<file path="src/rtl/komandara_k10_pkg.sv">
// Shared types and constants for the K10 fetch path.
package komandara_k10_pkg;

   localparam int         FETCH_DEPTH_DEFAULT = 2;
   localparam logic [1:0] RVC_OPC_32          = 2'b11;

   typedef struct packed {
      logic [31:0] data;
      logic        err;
   } fetch_word_t;

   // A 16-bit parcel starts a compressed instruction unless its opcode
   // field carries the 32-bit marker.
   function automatic logic is_rvc(input logic [1:0] opc);
      return opc != RVC_OPC_32;
   endfunction

endpackage

</file>
<file path="src/rtl/k10_fetch_fifo.sv">
// Small circular buffer of fetched words. Exposes the head and the entry
// behind it so the aligner can look across a word boundary.
module k10_fetch_fifo
   import komandara_k10_pkg::*;
#(
   parameter int DEPTH = FETCH_DEPTH_DEFAULT,
   parameter int CNT_W = $clog2(DEPTH + 1)
) (
   input  logic             i_clk,
   input  logic             i_rst_n,
   input  logic             i_flush,
   input  logic             i_push,
   input  fetch_word_t      i_push_word,
   input  logic             i_pop,
   output fetch_word_t      o_head,
   output fetch_word_t      o_head1,
   output logic [CNT_W-1:0] o_count
);

   localparam int PTR_W = (DEPTH > 1) ? $clog2(DEPTH) : 1;

   fetch_word_t      mem [DEPTH];
   logic [PTR_W-1:0] rd_ptr;
   logic [PTR_W-1:0] wr_ptr;
   logic [CNT_W-1:0] count;

   function automatic logic [PTR_W-1:0] ptr_inc(input logic [PTR_W-1:0] p);
      return (p == PTR_W'(DEPTH - 1)) ? '0 : p + PTR_W'(1);
   endfunction

   // Pointer and occupancy bookkeeping; flush empties the buffer in one cycle.
   always_ff @(posedge i_clk) begin
      if (!i_rst_n || i_flush) begin
         rd_ptr <= '0;
         wr_ptr <= '0;
         count  <= '0;
      end else begin
         if (i_push) wr_ptr <= ptr_inc(wr_ptr);
         if (i_pop)  rd_ptr <= ptr_inc(rd_ptr);
         count <= count + CNT_W'(i_push) - CNT_W'(i_pop);
      end
   end

   // Storage array; contents need no reset because count gates every read.
   always_ff @(posedge i_clk) begin
      if (i_push && !i_flush) mem[wr_ptr] <= i_push_word;
   end

   assign o_head  = mem[rd_ptr];
   assign o_head1 = mem[ptr_inc(rd_ptr)];
   assign o_count = count;

endmodule

</file>
<file path="src/rtl/k10_fetch_align.sv">
// IF-stage fetch unit and 16/32-bit instruction aligner.
// Compressed-instruction support is built only when K10_FETCH_RVC_EN is
// defined; without it every instruction is a full aligned word.
module k10_fetch_align
   import komandara_k10_pkg::*;
#(
   parameter int          DEPTH     = FETCH_DEPTH_DEFAULT,
   parameter logic [31:0] BOOT_ADDR = 32'h0000_0000
) (
   input  logic        i_clk,
   input  logic        i_rst_n,
   input  logic        i_redirect,
   input  logic [31:0] i_redirect_pc,
   output logic        o_req_valid,
   output logic [31:0] o_req_addr,
   input  logic        i_req_ready,
   input  logic        i_rsp_valid,
   input  logic [31:0] i_rsp_data,
   input  logic        i_rsp_err,
   output logic        o_valid,
   input  logic        i_ready,
   output logic [31:0] o_instr,
   output logic        o_is_compressed,
   output logic [31:0] o_pc,
   output logic        o_err
);

   localparam int CNT_W  = $clog2(DEPTH + 1);
   // Stale responses can pile up over back-to-back redirects; this is wide
   // enough for any realistic bus depth.
   localparam int DISC_W = 8;

`ifdef K10_FETCH_RVC_EN
   localparam logic [31:0] PC_MASK = 32'hFFFF_FFFE;
`else
   localparam logic [31:0] PC_MASK = 32'hFFFF_FFFC;
`endif

   logic [31:0]       fetch_addr;
   logic [31:0]       pc;
   logic [CNT_W-1:0]  outstanding;
   logic [CNT_W-1:0]  buf_count;
   logic [DISC_W-1:0] discard;
   logic [CNT_W:0]    in_use;

   fetch_word_t rsp_word;
   fetch_word_t w0;
   fetch_word_t w1;

   logic        req_fire;
   logic        rsp_keep;
   logic        rsp_drop;
   logic        push;
   logic        pop;
   logic        fire;

   logic        beat_valid;
   logic        beat_pop;
   logic        beat_step4;
   logic        beat_comp;
   logic        beat_err;
   logic [31:0] beat_instr;

   assign in_use      = {1'b0, outstanding} + {1'b0, buf_count};
   assign o_req_valid = i_rst_n && !i_redirect && (in_use < (CNT_W+1)'(DEPTH));
   assign o_req_addr  = fetch_addr;
   assign req_fire    = o_req_valid && i_req_ready;

   // The first 'discard' responses belong to requests made before a redirect.
   assign rsp_drop = i_rsp_valid && (discard != '0);
   assign rsp_keep = i_rsp_valid && (discard == '0);
   assign push     = rsp_keep && !i_redirect;
   assign rsp_word = '{data: i_rsp_data, err: i_rsp_err};

   assign fire = o_valid && i_ready && !i_redirect;
   assign pop  = fire && beat_pop;

   k10_fetch_fifo #(
      .DEPTH (DEPTH),
      .CNT_W (CNT_W)
   ) u_fifo (
      .i_clk       (i_clk),
      .i_rst_n     (i_rst_n),
      .i_flush     (i_redirect),
      .i_push      (push),
      .i_push_word (rsp_word),
      .i_pop       (pop),
      .o_head      (w0),
      .o_head1     (w1),
      .o_count     (buf_count)
   );

`ifdef K10_FETCH_RVC_EN
   // pc[1] is the halfword offset into the head word. A faulting head word
   // produces a word-sized fault beat without waiting for the next word.
   always_comb begin
      beat_valid = 1'b0;
      beat_pop   = 1'b0;
      beat_step4 = 1'b1;
      beat_comp  = 1'b0;
      beat_err   = 1'b0;
      beat_instr = '0;
      if (buf_count != '0) begin
         if (w0.err) begin
            beat_valid = 1'b1;
            beat_pop   = 1'b1;
            beat_err   = 1'b1;
         end else if (!pc[1]) begin
            beat_valid = 1'b1;
            if (is_rvc(w0.data[1:0])) begin
               beat_comp  = 1'b1;
               beat_step4 = 1'b0;
               beat_instr = {16'h0000, w0.data[15:0]};
            end else begin
               beat_pop   = 1'b1;
               beat_instr = w0.data;
            end
         end else if (is_rvc(w0.data[17:16])) begin
            beat_valid = 1'b1;
            beat_pop   = 1'b1;
            beat_comp  = 1'b1;
            beat_step4 = 1'b0;
            beat_instr = {16'h0000, w0.data[31:16]};
         end else begin
            // Straddling instruction: upper half of W0 plus lower half of W1.
            beat_valid = (buf_count > CNT_W'(1));
            beat_pop   = 1'b1;
            beat_err   = w1.err;
            beat_instr = w1.err ? '0 : {w1.data[15:0], w0.data[31:16]};
         end
      end
   end

   logic unused_w1_hi;
   assign unused_w1_hi = ^w1.data[31:16];
`else
   // Word-only fetch: every head word is one instruction.
   always_comb begin
      beat_valid = (buf_count != '0);
      beat_pop   = 1'b1;
      beat_step4 = 1'b1;
      beat_comp  = 1'b0;
      beat_err   = w0.err;
      beat_instr = w0.err ? '0 : w0.data;
   end

   logic unused_w1;
   assign unused_w1 = ^w1;
`endif

   assign o_valid         = beat_valid;
   assign o_instr         = beat_valid ? beat_instr : '0;
   assign o_is_compressed = beat_valid & beat_comp;
   assign o_err           = beat_valid & beat_err;
   assign o_pc            = pc;

   // Fetch address, PC, and in-flight accounting; redirect overrides all.
   always_ff @(posedge i_clk) begin
      if (!i_rst_n) begin
         fetch_addr  <= {BOOT_ADDR[31:2], 2'b00};
         pc          <= BOOT_ADDR & PC_MASK;
         outstanding <= '0;
         discard     <= '0;
      end else if (i_redirect) begin
         fetch_addr  <= {i_redirect_pc[31:2], 2'b00};
         pc          <= i_redirect_pc & PC_MASK;
         outstanding <= '0;
         discard     <= discard + DISC_W'(outstanding)
                        - DISC_W'(i_rsp_valid && ((discard != '0) || (outstanding != '0)));
      end else begin
         if (req_fire) fetch_addr <= fetch_addr + 32'd4;
         outstanding <= outstanding + CNT_W'(req_fire) - CNT_W'(rsp_keep);
         if (rsp_drop) discard <= discard - DISC_W'(1);
         if (fire) pc <= pc + (beat_step4 ? 32'd4 : 32'd2);
      end
   end

endmodule

</file>
<file path="config.mk">
export PLATFORM = sky130hd
export DESIGN_NAME = k10_fetch_align
export DESIGN_NICKNAME = d
export VERILOG_FILES = /design/src/rtl/komandara_k10_pkg.sv /design/src/rtl/k10_fetch_fifo.sv /design/src/rtl/k10_fetch_align.sv
export SDC_FILE = /design/constraint.sdc
export NUM_CORES = 1
export LEC_CHECK = 0
export CORE_ASPECT_RATIO = 1.75
export CORE_UTILIZATION = 40
export CTS_CLUSTER_SIZE = 8
export DETAILED_ROUTE_END_ITERATION = 10
export PLACE_DENSITY = 0.73
export SLEW_MARGIN = 10
export SYNTH_ARGS = -nofsm -noshare
export SYNTH_HDL_FRONTEND = slang
export SYNTH_SLANG_ARGS = --single-unit
</file>
<file path="constraint.sdc">
create_clock -name i_clk -period 13.35 [get_ports i_clk]
set_clock_uncertainty 0.1 [all_clocks]
set_input_delay 2.67 -clock i_clk [delete_from_list [all_inputs] [get_ports i_clk]]
set_output_delay 2.67 -clock i_clk [all_outputs]
set_load 0.02 [all_outputs]
</file>
==> metrics.txt, run 1 <==
vias post-DR=5988; post-synthesis compound-gate area fraction=0.123; GR peak layer=met2; remaining global-route overflow=0; Synthesis Warnings=0; Global Route Usage Sum=0.204; post-cts repair resize count=0; Reg clk slew, reported paths=around 0.06 ns; NetSw=a little under 0.4 mW; max frequency=about 0.14 GHz; internal power=around 0.9 mW; Slew HR=0.269; layout cell share with drive strength beyond 1=0.0653; Synth Area per Inst=slightly below 10 um^2; Reg power frac=0.401; Pleak=between 3 and 4 nW; I/O Buffers=163; Skew-Pair Late Insertion Delay=about 0.4 ns; Initial DRC Count=between 200 and 250; global-route wire length before repair=about 29 mm; Synth cell types=60; DP HPWL=approximately 13 mm; DRT Pass-1 Iters=5; Slew @ Worst Pin=approximately 1.1 ns; power share of the clock group=0.363; CORE AREA=around 17000 um^2; Post-synth top flop=dfxtp_1; Min Clock Period, post-route=7.35 ns; nets=a little under 1k; Rows=63; final period utilization=0.551; global placer's final weighted congestion=between 0.9 and 1; synthesized netlist cell count=roughly 730; Power Density=135 nW/um^2; fill count=roughly 1.5k; Max Root-Sink Buffers=2; RSZ-0062 raised after global routing=false; Multi-input gate area=3270 um^2; initial antenna violation count=0; commonest non-fill, non-tap cell in the layout=clkdlybuf4s50_1; Die Ht=around 180 um; Yosys reg bits=141; post-CTS setup buffer count=0; element type at the critical path start=input pin; CTS sink cnt=approximately 140; placed instance area=slightly below 9000 um^2; Ports=~170; maximum VDD drop=roughly 62 uV; CP Max Fanout=29; Worst EP arrival=~4.6 ns; Vias/cell=between 5 and 6; drt wl/cell=about 17 um; cts hold-fix bufs=0; status=complete, no violations; CTS tree=yes; vias in the first global route=about 5.7k; Die ar.=18200 um^2; antenna viol nets, final=0; ant diodes=0; Area growth, synth to finish=33.7%; Post-Syn Area=just over 7000 um^2; Slew Limit Fails=0; Max Cap Viol=0; simple-gate area share of the yosys netlist=0.177; worst path required time=approximately 11 ns; CTS Buf Count=17; grt met1 use=0.229; GR Util met2=0.367; commonest non-fill, non-tap cells in the layout=clkdlybuf4s50_1 (162), dfxtp_1 (74), nor2_1 (69); die width=between 100 and 150 um; switch share=0.303; number of synthesized flops with an enable pin=between 60 and 70; CP Class=in -> out; fin area=roughly 9400 um^2; register area share after synthesis=0.494; final hold violations=0; Worst Hold Class=reg -> reg; Starting Density=0.413; WL final=between 15 and 20 mm; H-tree depth=4; Sequential cell area=between 3000 and 4000 um^2; met3 Use GR=0.0307; Final Setup Violations=0; Adder-Cell Fraction of Synth Area=0.0465; XOR/XNOR Fraction of Synth Area=0.0571; Post-synth ARST share=0; CP endpoint kind=primary output; multiplexer area fraction after synthesis=0.0564; Total Neg Setup Slack=0 ns; DRC=0; main combinational cell family by area after synthesis=simple AND/OR/NAND/NOR gates; CTS root buf=clkbuf_16; largest net degree at the start of global routing=74; combinational share of power=0.236
-- state kept, by name, indices dropped and copies added, names as in the netlist, named ones only --
signal / flops
u_fifo.mem: 66
o_pc: 30
o_req_addr: 30
discard: 8
outstanding: 2
u_fifo.o_count: 2
u_fifo.rd_ptr: 1
u_fifo.wr_ptr: 1
-- power by group through the flow --
stage	Clock, mW	Sequential (mW)	Combinational [mW]
after floorplan	0	0.528	0.195
after global placement	0	0.519	0.294
after detailed placement	0	0.520	0.300
after CTS	0.472	0.511	0.302
after global routing	0.489	0.515	0.337
final	0.462	0.511	0.301
-- worst paths after layout --
path	slack, ns	endpoint	startpoint	cells past startpoint
max	6.00	o_req_valid	i_rst_n	4
min	0.41	o_pc[31]	o_pc[31]	2
max reg2reg	9.54	o_req_addr[31]	u_fifo.o_count[0]	8
min reg2reg	0.41	o_pc[31]	o_pc[31]	2
-- logic make-up after synthesis --
family | after synthesis
AOI/OAI and AO/OA | 143
xor gates and xnor gates | 46
adders and majority gates | 25
buffers and inverters | 80
DFF | 141
muxes | 39
other | 1
and+or+nand+nor | 250
-- per-stage QoR --
stage	power (mW)	utilization	hold WS [ns]	setup slack, ns	instances
final	1.27	0.552	0.410	6.00	1115
after detailed placement	0.820	0.518	0.399	6.03	1083
after CTS	1.29	0.552	0.410	6.02	1115
after floorplan	0.723	-	0.381	6.46	729
after global routing	1.34	0.552	0.447	5.94	1115
after global placement	0.813	0.518	0.388	6.02	1083
-- final cells by class --
type | count | area share
Clock inverter | 15 | 0.0160
Tap cell | 227 | 0.0301
Sequential cell | 141 | 0.369
Timing Repair Buffer | 169 | 0.177
Multi-Input combinational cell | 508 | 0.347
Clock buffer | 17 | 0.0451
Inverter | 38 | 0.0151
-- synthesized netlist by cell type, drive strengths merged (7+ instances only) --
master  number  area, um^2
nand3       27         135
and2         7        43.8
dfxtp       75        1500
mux2i       33         330
clkbuf      26        97.6
buf         16        80.1
a21oi       51         255
xnor2       34         298
a31oi       16         100
o21ai       32         160
nand2       64         240
inv         37         139
nor2        69         259
nand4       17         113
edfxtp      66        1980
ha          23         288
or4         13         105
a211oi      10        75.1
nor4         9        62.6
nor3        17        85.1
xor2        12         105
-- critical path: stages --
cell and delay, ns:
clkdlybuf4s50_1 0.45, buf_4 0.30, nor4b_4 0.45, clkdlybuf4s50_1 0.69
-- metal layers --
metal	vias up	routed length, um
li1	2912	-
met1	2830	7480
met2	209	9520
met3	37	832
met4	0	589
met5	-	0
Note: power is estimated with default switching activity, not from simulation.
==> run 2, diff against run 1 <==
Clock period 13.35 ns to 7 ns, I/O delays scaled along.
==> run 2 against run 1 <==
Compared with the run above: combinational power rose by 91%; clock power rose by 92%; critical path type is now reg -> out; cell area rose by 0.11%; sequential power rose by 91%; largest power group unchanged; core utilization rose by 0.059 points.
==> metrics.txt, run 2 (synthesis results as in run 1) <==
status=complete, no violations; Die ar.=18200 um^2; Total Neg Setup Slack=0 ns; Max Cap Viol=0; RSZ-0062 raised after global routing=false; Largest Register=u_fifo.mem; CP max stage cell=dfxtp_2; max frequency=0.205 GHz; Largest register FFs=66; global-route wire length before repair=around 29 mm; Pleak=3.20 nW; DP HPWL=approximately 13 mm; CP endpoint kind=primary output; Worst Hold Class=reg -> reg; Vias/cell=5.37; DRC=0; fin cells=approximately 1.1k; Skew-Pair Late Insertion Delay=roughly 0.42 ns; nets=around 1000; Reg clk slew, reported paths=roughly 0.060 ns; CTS Buf Count=17; remaining global-route overflow=0; Worst EP arrival=between 3 and 4 ns; R2R Path Start=discard[5]; Buffers & Inverters on Critical Path=1; Min Clock Period, post-route=~5 ns; global placer's final weighted congestion=around 0.91; cts hold-fix bufs=0; commonest non-fill, non-tap cells in the layout=clkdlybuf4s50_1 (162), dfxtp_1 (74), nor2_1 (69); hold path cells=2; die width=102 um; initial antenna violation count=0; post-cts repair resize count=0; CORE AREA=17100 um^2; Max Root-Sink Buffers=2; Slew @ Worst Pin=1.07 ns; Rows=63; CTS root buf=clkbuf_16; drt wl/cell=about 16 um; Final Setup Violations=0; final period utilization=0.695; CTS sink cnt=between 100 and 150; antenna viol nets, final=0; WHS Endpoint=o_pc[31]; Slew HR=0.287; Power Density=approximately 260 nW/um^2; worst path required time=between 5 and 6 ns; layout cell share with drive strength beyond 1=0.0652; Starting Density=0.413; WL final=~18 mm; Crit path max-delay family=flip-flops; CTS tree=yes; placed insts=between 1k and 1.5k; Die Ht=around 180 um; vias post-DR=between 5k and 6k; commonest non-fill, non-tap cell in the layout=clkdlybuf4s50_1; highest cell delay on the worst timing path=1.00 ns; Ports=roughly 170; Initial DRC Count=slightly above 300; min-delay src=o_pc[31]; Slew Limit Fails=0; largest net degree at the start of global routing=between 70 and 80; maximum VDD drop=roughly 130 uV; Area growth, synth to finish=33.8%; register-to-register setup slack=3.83 ns; vias in the first global route=around 5.8k; post-CTS setup buffer count=0; DRT Pass-1 Iters=5; CP Class=reg -> out; final hold violations=0; I/O Buffers=163; R2R Path End=discard[4]; element type at the critical path start=flip-flop; CP cell instances=mux2i_1 > nand2_1 > nor2_1 > clkdlybuf4s50_1; R2R depth=15; H-tree depth=4; CP Max Fanout=33; Global Route Usage Sum=0.205; ant diodes=0
==> run 2: layer usage <==
layer	global-route usage	vias to the layer above	part of all wire
met2	0.369	243	0.52
met1	0.225	2796	0.39
li1	-	2912	-
met3	0.0248	43	0.054
met5	0	-	0
met4	0.118	0	0.040
==> run 2: cell type report <==
| class | count | area, um^2 |
|---|---|---|
| Fill cell | 1546 | 7660 |
| Sequential cell | 141 | 3480 |
| Multi-Input combinational cell | 508 | 3270 |
| Timing Repair Buffer | 170 | 1680 |
| Clock buffer | 17 | 425 |
| Tap cell | 227 | 284 |
| Clock inverter | 15 | 154 |
| Inverter | 38 | 143 |
==> run 2: power breakdown <==
| group | switching (mW) | total, mW | internal (mW) |
|---|---|---|---|
| logic | 0.306 | 0.576 | 0.270 |
| clock network | 0.382 | 0.886 | 0.504 |
| registers | 0.0510 | 0.975 | 0.924 |
==> run 2: worst min-delay path, delay by kind of cell, from the launching register on <==
kind / cells / cell delay [ns]
flip-flops: 1 / 0.33
AND/OR/NAND/NOR: 2 / 0.14
==> run 2: stage by stage <==
step	hold WS, ns	area (um^2)	util	setup WS (ns)	power, mW
final	0.417	9440	0.552	2.13	2.44
after detailed placement	0.398	8860	0.518	2.25	1.57
after floorplan	0.381	7070	-	1.38	1.38
after global placement	0.391	8860	0.518	2.24	1.55
after global routing	0.437	9440	0.552	1.83	2.56
after CTS	0.414	9440	0.552	1.96	2.46
==> run 2: worst max-delay path by stage <==
| stage | start | endpoint | slack (ns) | depth (start not counted) |
|---|---|---|---|---|
| finish | flip-flop | o_instr[22] | 2.13 | 4 |
| global route | flip-flop | o_instr[4] | 1.83 | 4 |
| CTS | flip-flop | o_instr[21] | 1.96 | 4 |
| detailed placement | i_rst_n | o_req_valid | 2.25 | 4 |
| global placement | i_rst_n | o_req_valid | 2.24 | 4 |
| floorplan | i_redirect | u_fifo.mem[0][0] | 1.38 | 3 |
==> RTL edit: new RTL, settings of run 1 <==
`FETCH_DEPTH_DEFAULT`: 2 -> 8.
--- a/src/rtl/komandara_k10_pkg.sv
+++ b/src/rtl/komandara_k10_pkg.sv
@@ -1,7 +1,7 @@
 // Shared types and constants for the K10 fetch path.
 package komandara_k10_pkg;
 
-   localparam int         FETCH_DEPTH_DEFAULT = 2;
+   localparam int         FETCH_DEPTH_DEFAULT = 8;
    localparam logic [1:0] RVC_OPC_32          = 2'b11;
 
    typedef struct packed {
Behaviour: not the same (a bounded check fails within 4 cycles, from zero or initial values and one cycle with i_rst_n low).
==> RTL edit against run 1 <==
Sequential cell count grew 208; global-route usage down 2.0 points; area after synthesis is 110% higher; setup slack got worse by 0.65 ns; total power rose by 110%; routed wire length up 87%; fmax shrank 8.2%; design area grew 95%; largest cell class unchanged.
==> RTL edit: results (changes against run 1) <==
multiplexer share of the synthesized area 0.1247 (+0.06834); metal3 WL 1779 µm (+110%); outcome finished clean; RR Startpoint u_fifo.o_count[3]$_SDFF_PP0_; r2r endpoint o_req_addr[22]$_SDFFE_PN0P_; first-pass GRT wire length 53,390 µm (+87%); number of global-route vias before repair 9,785 (+71%); count of cell types in the netlist 53 (-12%); Layout Nets 1,311 (+35%); most frequent cells after synthesis 264 x edfxtp_1, 85 x dfxtp_1, 66 x mux4_2; largest cells by area after synthesis edfxtp_1 53%, dfxtp_1 11%, mux4_2 10%; share of cells above drive strength 1 0.1242 (+0.05886); reg-to-reg setup timing slack 10.00 ns (+0.46 ns); met2 routed WL 18,820 µm (+98%); Synth Area in Adders 0.03343 (-0.01303); Hold Slack 0.3789 ns (-0.03156 ns); hold_sp u_fifo.rd_ptr[2]$_SDFFE_PP0N_; met3 usage 0.03848 (+0.007754); CTS buffer count 49 (+32); met1 Use GR 0.1958 (-0.03341); Clk Latency, worst-skew pair 0.55 ns (+0.14 ns); worst slew pin tran 1.011 ns (-0.08220 ns); number of flip-flops in the largest register 264 (+300%); worst IR drop on VDD 0.08970 mV (+45%); Reg2Reg Depth 6 (-2); static leakage 5.987 nW (+88%); Pre-Repair DR Iteration Count 4 (-1); number of flops mapped to enable cells by yosys 264 (+300%); crit path DAT 5.23 ns (+0.65 ns); drt first-iter violations 331 (+36%); met2 GRT Util 0.3484 (-0.01849); sequential fraction of the synthesis area 0.6464 (+0.1528); gr usage total 0.1846 (-0.01954)
[RTL edit: changes by cell type in the layout (fill, tap and decap cells not counted), moves of 12 or more]
cell | before | now
clkbuf_16 | 17 | 49
mux4_2 | 0 | 66
xor2_1 | 12 | 28
clkbuf_1 | 0 | 12
nand2_1 | 64 | 35
nor2_1 | 69 | 57
edfxtp_1 | 66 | 264
ha_1 | 23 | 35
[RTL edit: metrics by stage]
stage	worst slack (ns)	std cells
floorplan	7.008	1021
global placement	5.342	1626
detailed placement	5.366	1626
CTS	5.352	1691
global route	5.223	1692
finish	5.347	1692
[RTL edit: cell type report]
cell class | instances | area (µm²)
fill | 3191 | 18330
sequential | 349 | 9635
multi-input combinational | 578 | 4964
timing repair buffer | 179 | 1752
clock buffer | 62 | 1285
tap | 475 | 594.3
inverter | 45 | 168.9
clock inverter | 3 | 41.29
antenna | 1 | 2.502
[RTL edit: where the power goes]
part	switching [mW]	internal [mW]	leakage, nW
clock	0.423	0.662	0.644
sequential	0.0301	1.20	3.08
combinational	0.209	0.184	2.27
[RTL edit: critical path: stages]
cell,delay (ns)
clkdlybuf4s50_1,0.45
buf_4,0.38
nand2b_1,0.44
or4_1,0.53
nor2_1,0.10
clkdlybuf4s50_1,0.65
[RTL edit: cells by family (layout without fill, tap and decap cells)]
logic type,count (synthesis),after routing
simple gates,230,230
fa+ha+maj,38,38
mux,103,103
compound gates,151,151
flops,349,349
xor+xnor,51,51
other cells,1,6
buf+inv,94,289
[RTL edit: worst max-delay path by stage]
stage	to	slack (ns)	depth (start not counted)
floorplan	o_req_valid	7.01	3
global placement	o_req_valid	5.34	6
detailed placement	o_req_valid	5.37	6
CTS	o_req_valid	5.35	6
global route	o_req_valid	5.22	6
finish	o_req_valid	5.35	6
